$ cat config.mk
export PLATFORM = sky130hd
export DESIGN_NAME = memory_stage
export DESIGN_NICKNAME = d
export VERILOG_FILES = /design/src/rtl/y86_pkg.sv /design/src/rtl/mem_ctl_decode.sv /design/src/rtl/memory_stage.sv
export SDC_FILE = /design/constraint.sdc
export NUM_CORES = 1
export LEC_CHECK = 0
export BUFFER_PORTS_ARGS = -buffer_cell sky130_fd_sc_hd__buf_2
export CORE_AREA = 4 4 176 178
export CTS_BUF_LIST = sky130_fd_sc_hd__clkbuf_16
export CTS_CLUSTER_DIAMETER = 50
export CTS_CLUSTER_SIZE = 8
export DETAILED_ROUTE_END_ITERATION = 10
export DIE_AREA = 0 0 180 182
export PLACE_DENSITY_LB_ADDON = 0.25
export SLEW_MARGIN = 20
export SYNTH_ARGS = -nofsm -noshare
export SYNTH_HDL_FRONTEND = slang
export SYNTH_HIERARCHICAL = 1
export SYNTH_SLANG_ARGS = --single-unit
$ cat constraint.sdc
create_clock -name clk -period 2.3 [get_ports clk]
set_input_delay 0.115 -clock clk [delete_from_list [all_inputs] [get_ports clk]]
set_output_delay 0.115 -clock clk [all_outputs]
set_load 0.005 [all_outputs]
$ cat src/rtl/y86_pkg.sv
// y86_pkg: shared definitions for the SEQ memory stage.
//   - Y86-64 instruction codes (I_*)
//   - memory-stage FSM state encoding (ms_state_t)
//   - default data-memory size and request timeout
//   - access_fits(): bounds check for an 8-byte access
package y86_pkg;

  localparam logic [3:0] I_HALT   = 4'h0;
  localparam logic [3:0] I_NOP    = 4'h1;
  localparam logic [3:0] I_CMOVX  = 4'h2;
  localparam logic [3:0] I_IRMOVQ = 4'h3;
  localparam logic [3:0] I_RMMOVQ = 4'h4;
  localparam logic [3:0] I_MRMOVQ = 4'h5;
  localparam logic [3:0] I_OPQ    = 4'h6;
  localparam logic [3:0] I_JXX    = 4'h7;
  localparam logic [3:0] I_CALL   = 4'h8;
  localparam logic [3:0] I_RET    = 4'h9;
  localparam logic [3:0] I_PUSHQ  = 4'hA;
  localparam logic [3:0] I_POPQ   = 4'hB;

  typedef enum logic [1:0] {
    MS_IDLE = 2'd0,
    MS_REQ  = 2'd1,
    MS_DONE = 2'd2
  } ms_state_t;

  localparam logic [63:0] DEFAULT_ADDR_LIMIT     = 64'h2000;
  localparam int          DEFAULT_TIMEOUT_CYCLES = 255;

  // Legal when addr + 8 <= limit. Written as addr <= limit - 8 so that an
  // address near 2^64 (where addr + 8 would wrap) is rejected rather than
  // appearing small.
  function automatic logic access_fits(input logic [63:0] addr,
                                       input logic [63:0] limit);
    return (limit >= 64'd8) && (addr <= (limit - 64'd8));
  endfunction

endpackage

$ cat src/rtl/mem_ctl_decode.sv
// mem_ctl_decode: purely combinational decode of the data-memory access an
// instruction needs.
// Ports:
//   i_icode   instruction code
//   i_val_e   ALU result (address for rmmovq/mrmovq/call/pushq)
//   i_val_a   register A (store data, or address for ret/popq)
//   i_val_p   incremented PC (store data for call)
//   o_needs_mem  instruction accesses data memory
//   o_is_write   access is a store
//   o_addr       byte address of the access
//   o_wdata      store data (0 for reads / no access)
//   o_addr_ok    8-byte access at o_addr fits inside ADDR_LIMIT
module mem_ctl_decode
  import y86_pkg::*;
#(
  parameter logic [63:0] ADDR_LIMIT = DEFAULT_ADDR_LIMIT
) (
  input  logic [3:0]  i_icode,
  input  logic [63:0] i_val_e,
  input  logic [63:0] i_val_a,
  input  logic [63:0] i_val_p,
  output logic        o_needs_mem,
  output logic        o_is_write,
  output logic [63:0] o_addr,
  output logic [63:0] o_wdata,
  output logic        o_addr_ok
);

  // NOTE: every output gets a default before the case, so no path through
  // the block leaves a value unassigned and no latch is inferred.
  always_comb begin
    o_needs_mem = 1'b0;
    o_is_write  = 1'b0;
    o_addr      = '0;
    o_wdata     = '0;
    unique case (i_icode)
      I_RMMOVQ, I_PUSHQ: begin
        o_needs_mem = 1'b1;
        o_is_write  = 1'b1;
        o_addr      = i_val_e;
        o_wdata     = i_val_a;
      end
      I_CALL: begin
        o_needs_mem = 1'b1;
        o_is_write  = 1'b1;
        o_addr      = i_val_e;
        o_wdata     = i_val_p;
      end
      I_MRMOVQ: begin
        o_needs_mem = 1'b1;
        o_addr      = i_val_e;
      end
      // ret and popq read from the old stack pointer, carried in valA.
      I_RET, I_POPQ: begin
        o_needs_mem = 1'b1;
        o_addr      = i_val_a;
      end
      default: ;
    endcase
  end

  assign o_addr_ok = access_fits(o_addr, ADDR_LIMIT);

endmodule

$ cat src/rtl/memory_stage.sv
// memory_stage: SEQ memory stage. Accepts execute results on a start pulse,
// performs at most one data-memory access over a req/ack port, and reports
// valM and an address/bus/timeout error with a one-cycle done pulse.
// Ports:
//   clk, reset_n                    clock, synchronous active-low reset
//   start, icode, valE, valA, valP  execute-stage results (sampled in IDLE)
//   mem_req/we/addr/wdata           request side of the data-memory port
//   mem_ack/rdata/err               response side of the data-memory port
//   busy                            access in flight
//   done                            one-cycle pulse: valM, dmem_error valid
//   valM, dmem_error                result, held until the next done
module memory_stage
  import y86_pkg::*;
#(
  parameter logic [63:0] ADDR_LIMIT     = DEFAULT_ADDR_LIMIT,
  parameter int          TIMEOUT_CYCLES = DEFAULT_TIMEOUT_CYCLES
) (
  input  logic        clk,
  input  logic        reset_n,
  input  logic        start,
  input  logic [3:0]  icode,
  input  logic [63:0] valE,
  input  logic [63:0] valA,
  input  logic [63:0] valP,
  output logic        mem_req,
  output logic        mem_we,
  output logic [63:0] mem_addr,
  output logic [63:0] mem_wdata,
  input  logic        mem_ack,
  input  logic [63:0] mem_rdata,
  input  logic        mem_err,
  output logic        busy,
  output logic        done,
  output logic [63:0] valM,
  output logic        dmem_error
);

  localparam int CNT_W = (TIMEOUT_CYCLES < 256) ? 8 : $clog2(TIMEOUT_CYCLES + 1);

  ms_state_t        r_state;
  ms_state_t        w_state_next;
  logic [CNT_W-1:0] r_count;
  logic [CNT_W-1:0] w_count_next;
  logic             w_timeout;

  logic             w_needs_mem;
  logic             w_is_write;
  logic [63:0]      w_addr;
  logic [63:0]      w_wdata;
  logic             w_addr_ok;
  logic             w_issue;

  mem_ctl_decode #(
    .ADDR_LIMIT (ADDR_LIMIT)
  ) u_decode (
    .i_icode     (icode),
    .i_val_e     (valE),
    .i_val_a     (valA),
    .i_val_p     (valP),
    .o_needs_mem (w_needs_mem),
    .o_is_write  (w_is_write),
    .o_addr      (w_addr),
    .o_wdata     (w_wdata),
    .o_addr_ok   (w_addr_ok)
  );

  assign w_issue = w_needs_mem && w_addr_ok;

  // Saturating count of REQ cycles seen without ack; the abort fires on the
  // cycle that would bring it to TIMEOUT_CYCLES, so mem_req is high for
  // exactly TIMEOUT_CYCLES cycles before giving up.
  assign w_count_next = (r_count == '1) ? r_count : r_count + CNT_W'(1);
  assign w_timeout    = (w_count_next == CNT_W'(TIMEOUT_CYCLES));

  // State register.
  // NOTE: reset is sampled on the clock edge only (synchronous); reset_n is
  // deliberately absent from the sensitivity list.
  always_ff @(posedge clk) begin
    if (!reset_n) r_state <= MS_IDLE;
    else          r_state <= w_state_next;
  end

  // Next-state logic.
  always_comb begin
    w_state_next = r_state;
    unique case (r_state)
      MS_IDLE: if (start) w_state_next = w_issue ? MS_REQ : MS_DONE;
      MS_REQ:  if (mem_ack || w_timeout) w_state_next = MS_DONE;
      MS_DONE: w_state_next = MS_IDLE;
      default: w_state_next = MS_IDLE;
    endcase
  end

  // Outputs decoded from state. mem_req follows r_state so a reset in REQ
  // drops it on the same edge, and an ack outside REQ is never looked at.
  always_comb begin
    mem_req = (r_state == MS_REQ);
    busy    = (r_state == MS_REQ);
    done    = (r_state == MS_DONE);
  end

  // Request fields, timeout counter and result registers.
  // NOTE: sequential state uses non-blocking assignments so every register
  // sees the pre-edge value of the others regardless of statement order.
  always_ff @(posedge clk) begin
    if (!reset_n) begin
      mem_we     <= 1'b0;
      mem_addr   <= '0;
      mem_wdata  <= '0;
      r_count    <= '0;
      valM       <= '0;
      dmem_error <= 1'b0;
    end else begin
      unique case (r_state)
        MS_IDLE: begin
          if (start) begin
            r_count <= '0;
            if (w_issue) begin
              // Latched once; held stable for the whole request.
              mem_we    <= w_is_write;
              mem_addr  <= w_addr;
              mem_wdata <= w_wdata;
            end else begin
              valM       <= '0;
              dmem_error <= w_needs_mem;  // needs_mem here means bad address
            end
          end
        end
        MS_REQ: begin
          if (mem_ack) begin
            valM       <= mem_we ? 64'd0 : mem_rdata;
            dmem_error <= mem_err;
          end else if (w_timeout) begin
            valM       <= '0;
            dmem_error <= 1'b1;
          end else begin
            r_count <= w_count_next;
          end
        end
        default: ;
      endcase
    end
  end

endmodule

# [After elaboration in Yosys (flattened, before gate mapping)]
# Index checks and enable logic that the tools add are counted.
[classes] n_addsub=1 magnitude_cmp=1 eq_ne=16 muxes=24 reduce_logical=13
[ops] op="$pmux 64 s2" n=3
[ops] op="$mux 64" n=5
[ops] op="$le 64x13->1 const B" n=1
[ops] op="$mux 8" n=4
[ops] op="$eq 4x4->1 const B" n=4
[ops] op="$eq 8x8->1 const B" n=2
[ops] op="$pmux 8 s2" n=1
[ops] op="$add 8x1->8 const B" n=1
[ops] op="$eq 4x3->1 const B" n=2
[ops] op="$ne 2x2->1 const B" n=4
[ops] op="$reduce_and 4->1" n=2
[ops] op="$mux 1" n=6
[ops] op="$mux 2" n=3
[ops] op="$reduce_or 6->1" n=1
[ops] op="$pmux 2 s2" n=1
[ops] op="$reduce_or 2->1" n=2
[ops] op="$reduce_or 4->1" n=1
[ops] op="$ne 3x2->1 const B" n=1
[ops] op="$reduce_and 3->1" n=1
[ops] op="$reduce_or 3->1" n=1
[ops] op="$eq 2x1->1 const B" n=1
[ops] op="$eq 2x2->1 const B" n=1
[ops] op="$logic_not 2->1" n=1
[ops] op="$ne 2x1->1 const B" n=1
[ops] op="other kinds (5)" n=5
[word_totals] register_bits=204 in_bits=265 output_inout_bits=197

# [Longest topological paths before layout]
[depth] depth_word=8 mapped_depth=14 mapped_depth_nobuf=11

# [Modules after synthesis]
# Netlist, hierarchy kept.
[by_module_without_submodules] module="memory_stage" n_inst=1 cells_per_inst=801 area_each_um2=7069.3
[by_module_without_submodules] module="mem_ctl_decode" n_inst=1 cells_per_inst=221 area_each_um2=1754.2

# [Worst setup path after synthesis]
# Ideal clock, no wire load.
[synth_path] path_kind="input port to flip-flop" from="input icode[1]" to="register valM[10]" setup_ps=117 arrival_ps=2273 slack_ps=-90 cell_stages=14 n_path_buf=3 path_cell_list="or3b_1 > buf_2 > o21ai_4 > buf_6 > nand3_1 > a22oi_1 > a31oi_1 > a21bo_2 > a21oi_1 > nand4_1 > o21ai_2 > nor2_4 > buf_2 > a22o_1"
[synth_between] elab_chain_cells=7 word_cells_on_any_way=15 classes_between="order compare: 1; eq/ne: 7; mux: 2; reduce/logical: 5"
[synth_lines] item="from (decl)" line_no="memory_stage.sv:21" source="input logic [3:0] icode,"
[synth_lines] item="$eq 4x3->1 / $eq 4x4->1 (equally long branches)" line_no="mem_ctl_decode.sv:36" source="unique case (i_icode)"
[synth_lines] item="$reduce_or 4->1 (no line) / $reduce_or 2->1 (equally long branches)"
[synth_lines] item="$pmux 64 s2 (*)" line_no="mem_ctl_decode.sv:36"
[synth_lines] item="$le 64x13->1 (*)" line_no="y86_pkg.sv:35" source="return (limit >= 64'd8) && (addr <= (limit - 64'd8));"
[synth_lines] item="named net w_addr_ok" line_no="memory_stage.sv:50" source="logic w_addr_ok;"
[synth_lines] item="$logic_and 1x1->1 (*)" line_no="memory_stage.sv:67" source="assign w_issue = w_needs_mem && w_addr_ok;"
[synth_lines] item="$ne 2x2->1 (no line) (*)"
[synth_lines] item="$reduce_and 4->1 (no line) (*)"
[synth_lines] item="to (signal assigned)" line_no="memory_stage.sv:131" source="valM <= mem_we ? 64'd0 : mem_rdata;"
[synth_lines] item="to (decl)" line_no="memory_stage.sv:34" source="output logic [63:0] valM,"
# The timed path passes the listed nets; every way through them passes the cells marked *.
# A chain may end at the register's enable or synchronous reset.

# [Worst setup path in the final report]
[layout_path] from="input icode[1]" to="register valM[7]"
# Same word-level chain as after synthesis.

==> results.yml <==
outcome:
  violations: "negative setup slack"
  outcome: "finished with violations"
floorplan:
  fp.coreArea_um2: 29400
  floorplan.die_area_um2: 32760
  die_y_um: 182
  ios: 462
  start_util_pct: 30.01
  die_w_um: 180
  num_rows: 63
placed_design:
  dp_hpwl_um: 29690
  place_area_um2: 12330
  gp_congestion: 0.8952
  port_buffers: 461
  post-place-ws_ps: -894.9
yosys:
  syn-num-nets: 1288
  yosysUniqueCellTypes: 53
  synth_area_um2: 8823
  yosysSeqAreaShare_pct: 46.28
  syn_area_per_cell_um2: 8.634
  synth_async_sr_flop_share_pct: 0
  synth_top_flop_cell: "dfxtp_1"
  syn_inst: 1022
  synthTopCellsByArea: "dfxtp_1 46%, a22o_1 19%, nand2_1 12%, a21oi_1 7.7%, buf_6 2.0%"
  ys_seq_elements: 204
  yosys.area.top_type: "dfxtp_1"
  synth_top_area_share_pct: 46.28
  synth_enable_flop_cells: 0
  yosys_warnings: 6
setup_path:
  startpoint_type: "input pin"
  end_kind: "register"
  crit_fanout: 8
  r2r_start: "r_count[0]"
  rrSetupSlack_ps: 120
  required_ps: 2680
  path_class: "input pin to register"
  ff2ff_path_depth: 9
  r2r-end: "valM[7]"
  arrival_ps: 2680
cells_and_area:
  syn_to_final_growth_pct: 65.97
  postLayoutCoreUtil_pct: 49.81
  stdcell_area_um2: 14640
  drive_gt1_share_pct: 40.20
  nets: 1946
routing:
  post-route-drc-count: 0
  postRouteAntennaNets: 0
  drt_pass1_iterations: 5
  wire_per_inst_um: 20.60
  drtIter0Drc: 700
  vias: 10677
  vias_per_cell: 5.118
  drt_wl_total_um: 42980
timing:
  skew_ps: 16.38
  min_period_ps: 2302
  slew_violations: 0
  hold_viol: 0
  rsz0062_at_grt: "yes"
  worst_pin_slew_ps: 801.7
  fin_ws_ps: -2.133
  setup_violations: 3
  fin_crit_sh_pct: 100.1
  maxSlewHeadroom_pct: 46.55
  fmax_ghz: 0.4344
worst_hold_path:
  hp-start: "valP[60]"
  hp-class: "input pin to register"
  min_delay_worst_endpoint: "mem_wdata[60]"
  holdPathStages: 4
power:
  p_leak_nw: 6.714
  total_power_mw: 9.411
  p_per_area_nw_per_um2: 642.6
  ir_drop_mv: 0.4198
clocking:
  clk_latency_ps: 500
  cts.htree.levels: 2
  cts.sinks: 204
  numCtsBuffers: 34
  cts_tree: "built"
  cts_buffer_depth: 3
  cts_root_buffer: "clkbuf_16"
  path_clk_slew_ps: 50
grt:
  grt_overflow: 0
  grt_pass1_vias: 10567
  grt_pass1_wl_um: 62580
  track_usage_pct: 24.12
  grt_max_degree: 134
  antenna_found_initial: 2
job:
  cap_violations: 0
==> synth_stat cells, types with 2 or more instances <==
library cell  instances
clkbuf_1             45
o41ai_1               2
nor4_1               24
nand2_1             271
nand2b_1              4
o211ai_1              3
and4_1                2
and2_1                2
inv_1                 5
a31oi_1               4
buf_2                23
a22o_1              191
nor3_1                4
nand3_1              20
nand4_1               9
nor3_2                2
a22oi_1               3
and3_1                4
dfxtp_1             204
nor2b_1               2
nand3b_1              4
o21ai_0               5
buf_4                 4
buf_6                16
nor2_1                6
a21oi_1             136
==> power breakdown <==
group / switching [mW] / internal [mW] / leakage [nW]
clock network: 1.70 / 2.76 / 0.496
logic: 0.662 / 0.672 / 4.57
registers: 0.0266 / 3.59 / 1.65
==> worst max-delay path, stage by stage <==
cell       delay, ps
buf_6             90
or3b_4           440
o21ai_4          160
o21ai_1          130
a32oi_1          230
buf_4            160
a31oi_4           80
a21bo_2          210
a21oi_2          140
nand4_1          150
o21ai_4          210
nor2_4            60
buf_12           140
clkbuf_16        170
a22o_1           180
==> worst max path at each step <==
stage              from  endpoint  slack [ps]  cells after the start
2_1_floorplan  icode[1]  valM[13]         -70                     14
3_3_place_gp   valE[27]  valM[39]        -890                     14
3_5_place_dp   valE[27]  valM[18]        -890                     14
4_1_cts        icode[3]  valM[10]         -20                     14
5_1_grt        icode[1]  valM[27]        -120                     15
6_report       icode[1]   valM[7]          -2                     15
==> logic make-up (layout without fill, tap and decap cells) <==
logic type      after synthesis  count (layout)  synth area share (%)
other cells                   0               2                     0
buf+inv                      96             767                 5.956
flops                       204             204                 46.28
compound gates              357             358                 29.54
fa+ha+maj                     1               1                0.1418
simple gates                363             363                 17.97
mux                           1               1                0.1134
==> final cells by class <==
cell class / instances / area, um^2
Clock inverter: 16 / 116.4
Antenna cell: 2 / 5.005
Tap cell: 390 / 488.0
Timing Repair Buffer: 711 / 4686
Clock buffer: 34 / 850.8
Multi-Input combinational cell: 723 / 4389
Fill cell: 2820 / 14760
Sequential cell: 204 / 4084
Inverter: 6 / 25.02
==> metal layers <==
metal / vias to the layer above / GRT usage, % / part of all wire (%)
li1: 5026 / - / -
met1: 5070 / 27.71 / 38
met2: 488 / 42.63 / 50
met3: 93 / 7.512 / 8.6
met4: 0 / 8.107 / 3.2
met5: - / 0.1481 / 0
==> layout by cell type (no fill, tap or decap), types with 5 or more instances in the layout <==
cell type	netlist	final
dfxtp_1	204	204
a21oi_1	136	135
nor2_1	6	6
buf_2	23	459
nand2_1	271	271
buf_4	4	124
inv_1	5	11
a22o_1	191	191
nor4_1	24	18
dlygate4sd3_1	0	107
clkbuf_16	0	36
nand4_1	9	9
nand3_1	20	18
buf_6	16	5
buf_12	0	14
==> flip-flops by register name (all words and copies together), names as in the netlist <==
| name | flops |
|---|---|
| dmem_error | 1 |
| mem_addr | 64 |
| mem_wdata | 64 |
| mem_we | 1 |
| r_count | 8 |
| r_state | 2 |
| valM | 64 |
==> repair_timing <==
item                                   4_1_cts  5_1_grt
endpoints found under the hold margin      107        0
gates cloned                                 2        4
setup endpoints to repair                  196       87
hold buffers                               107        0
gates resized for setup                     17       10
pin swaps                                    3        6
setup buffers                                1        2
==> stage by stage <==
step	setup TNS [ps]	hold slack [ps]	cells
final	-4.050	13.59	2086
after global routing	-6203	23.70	2086
after CTS	-516.0	0.04613	2078
after detailed placement	-152880	335.0	1918
after global placement	-152310	330.0	1918
after floorplan	-4007	247.9	1022
No activity file was read; power rests on OpenSTA's default activity.
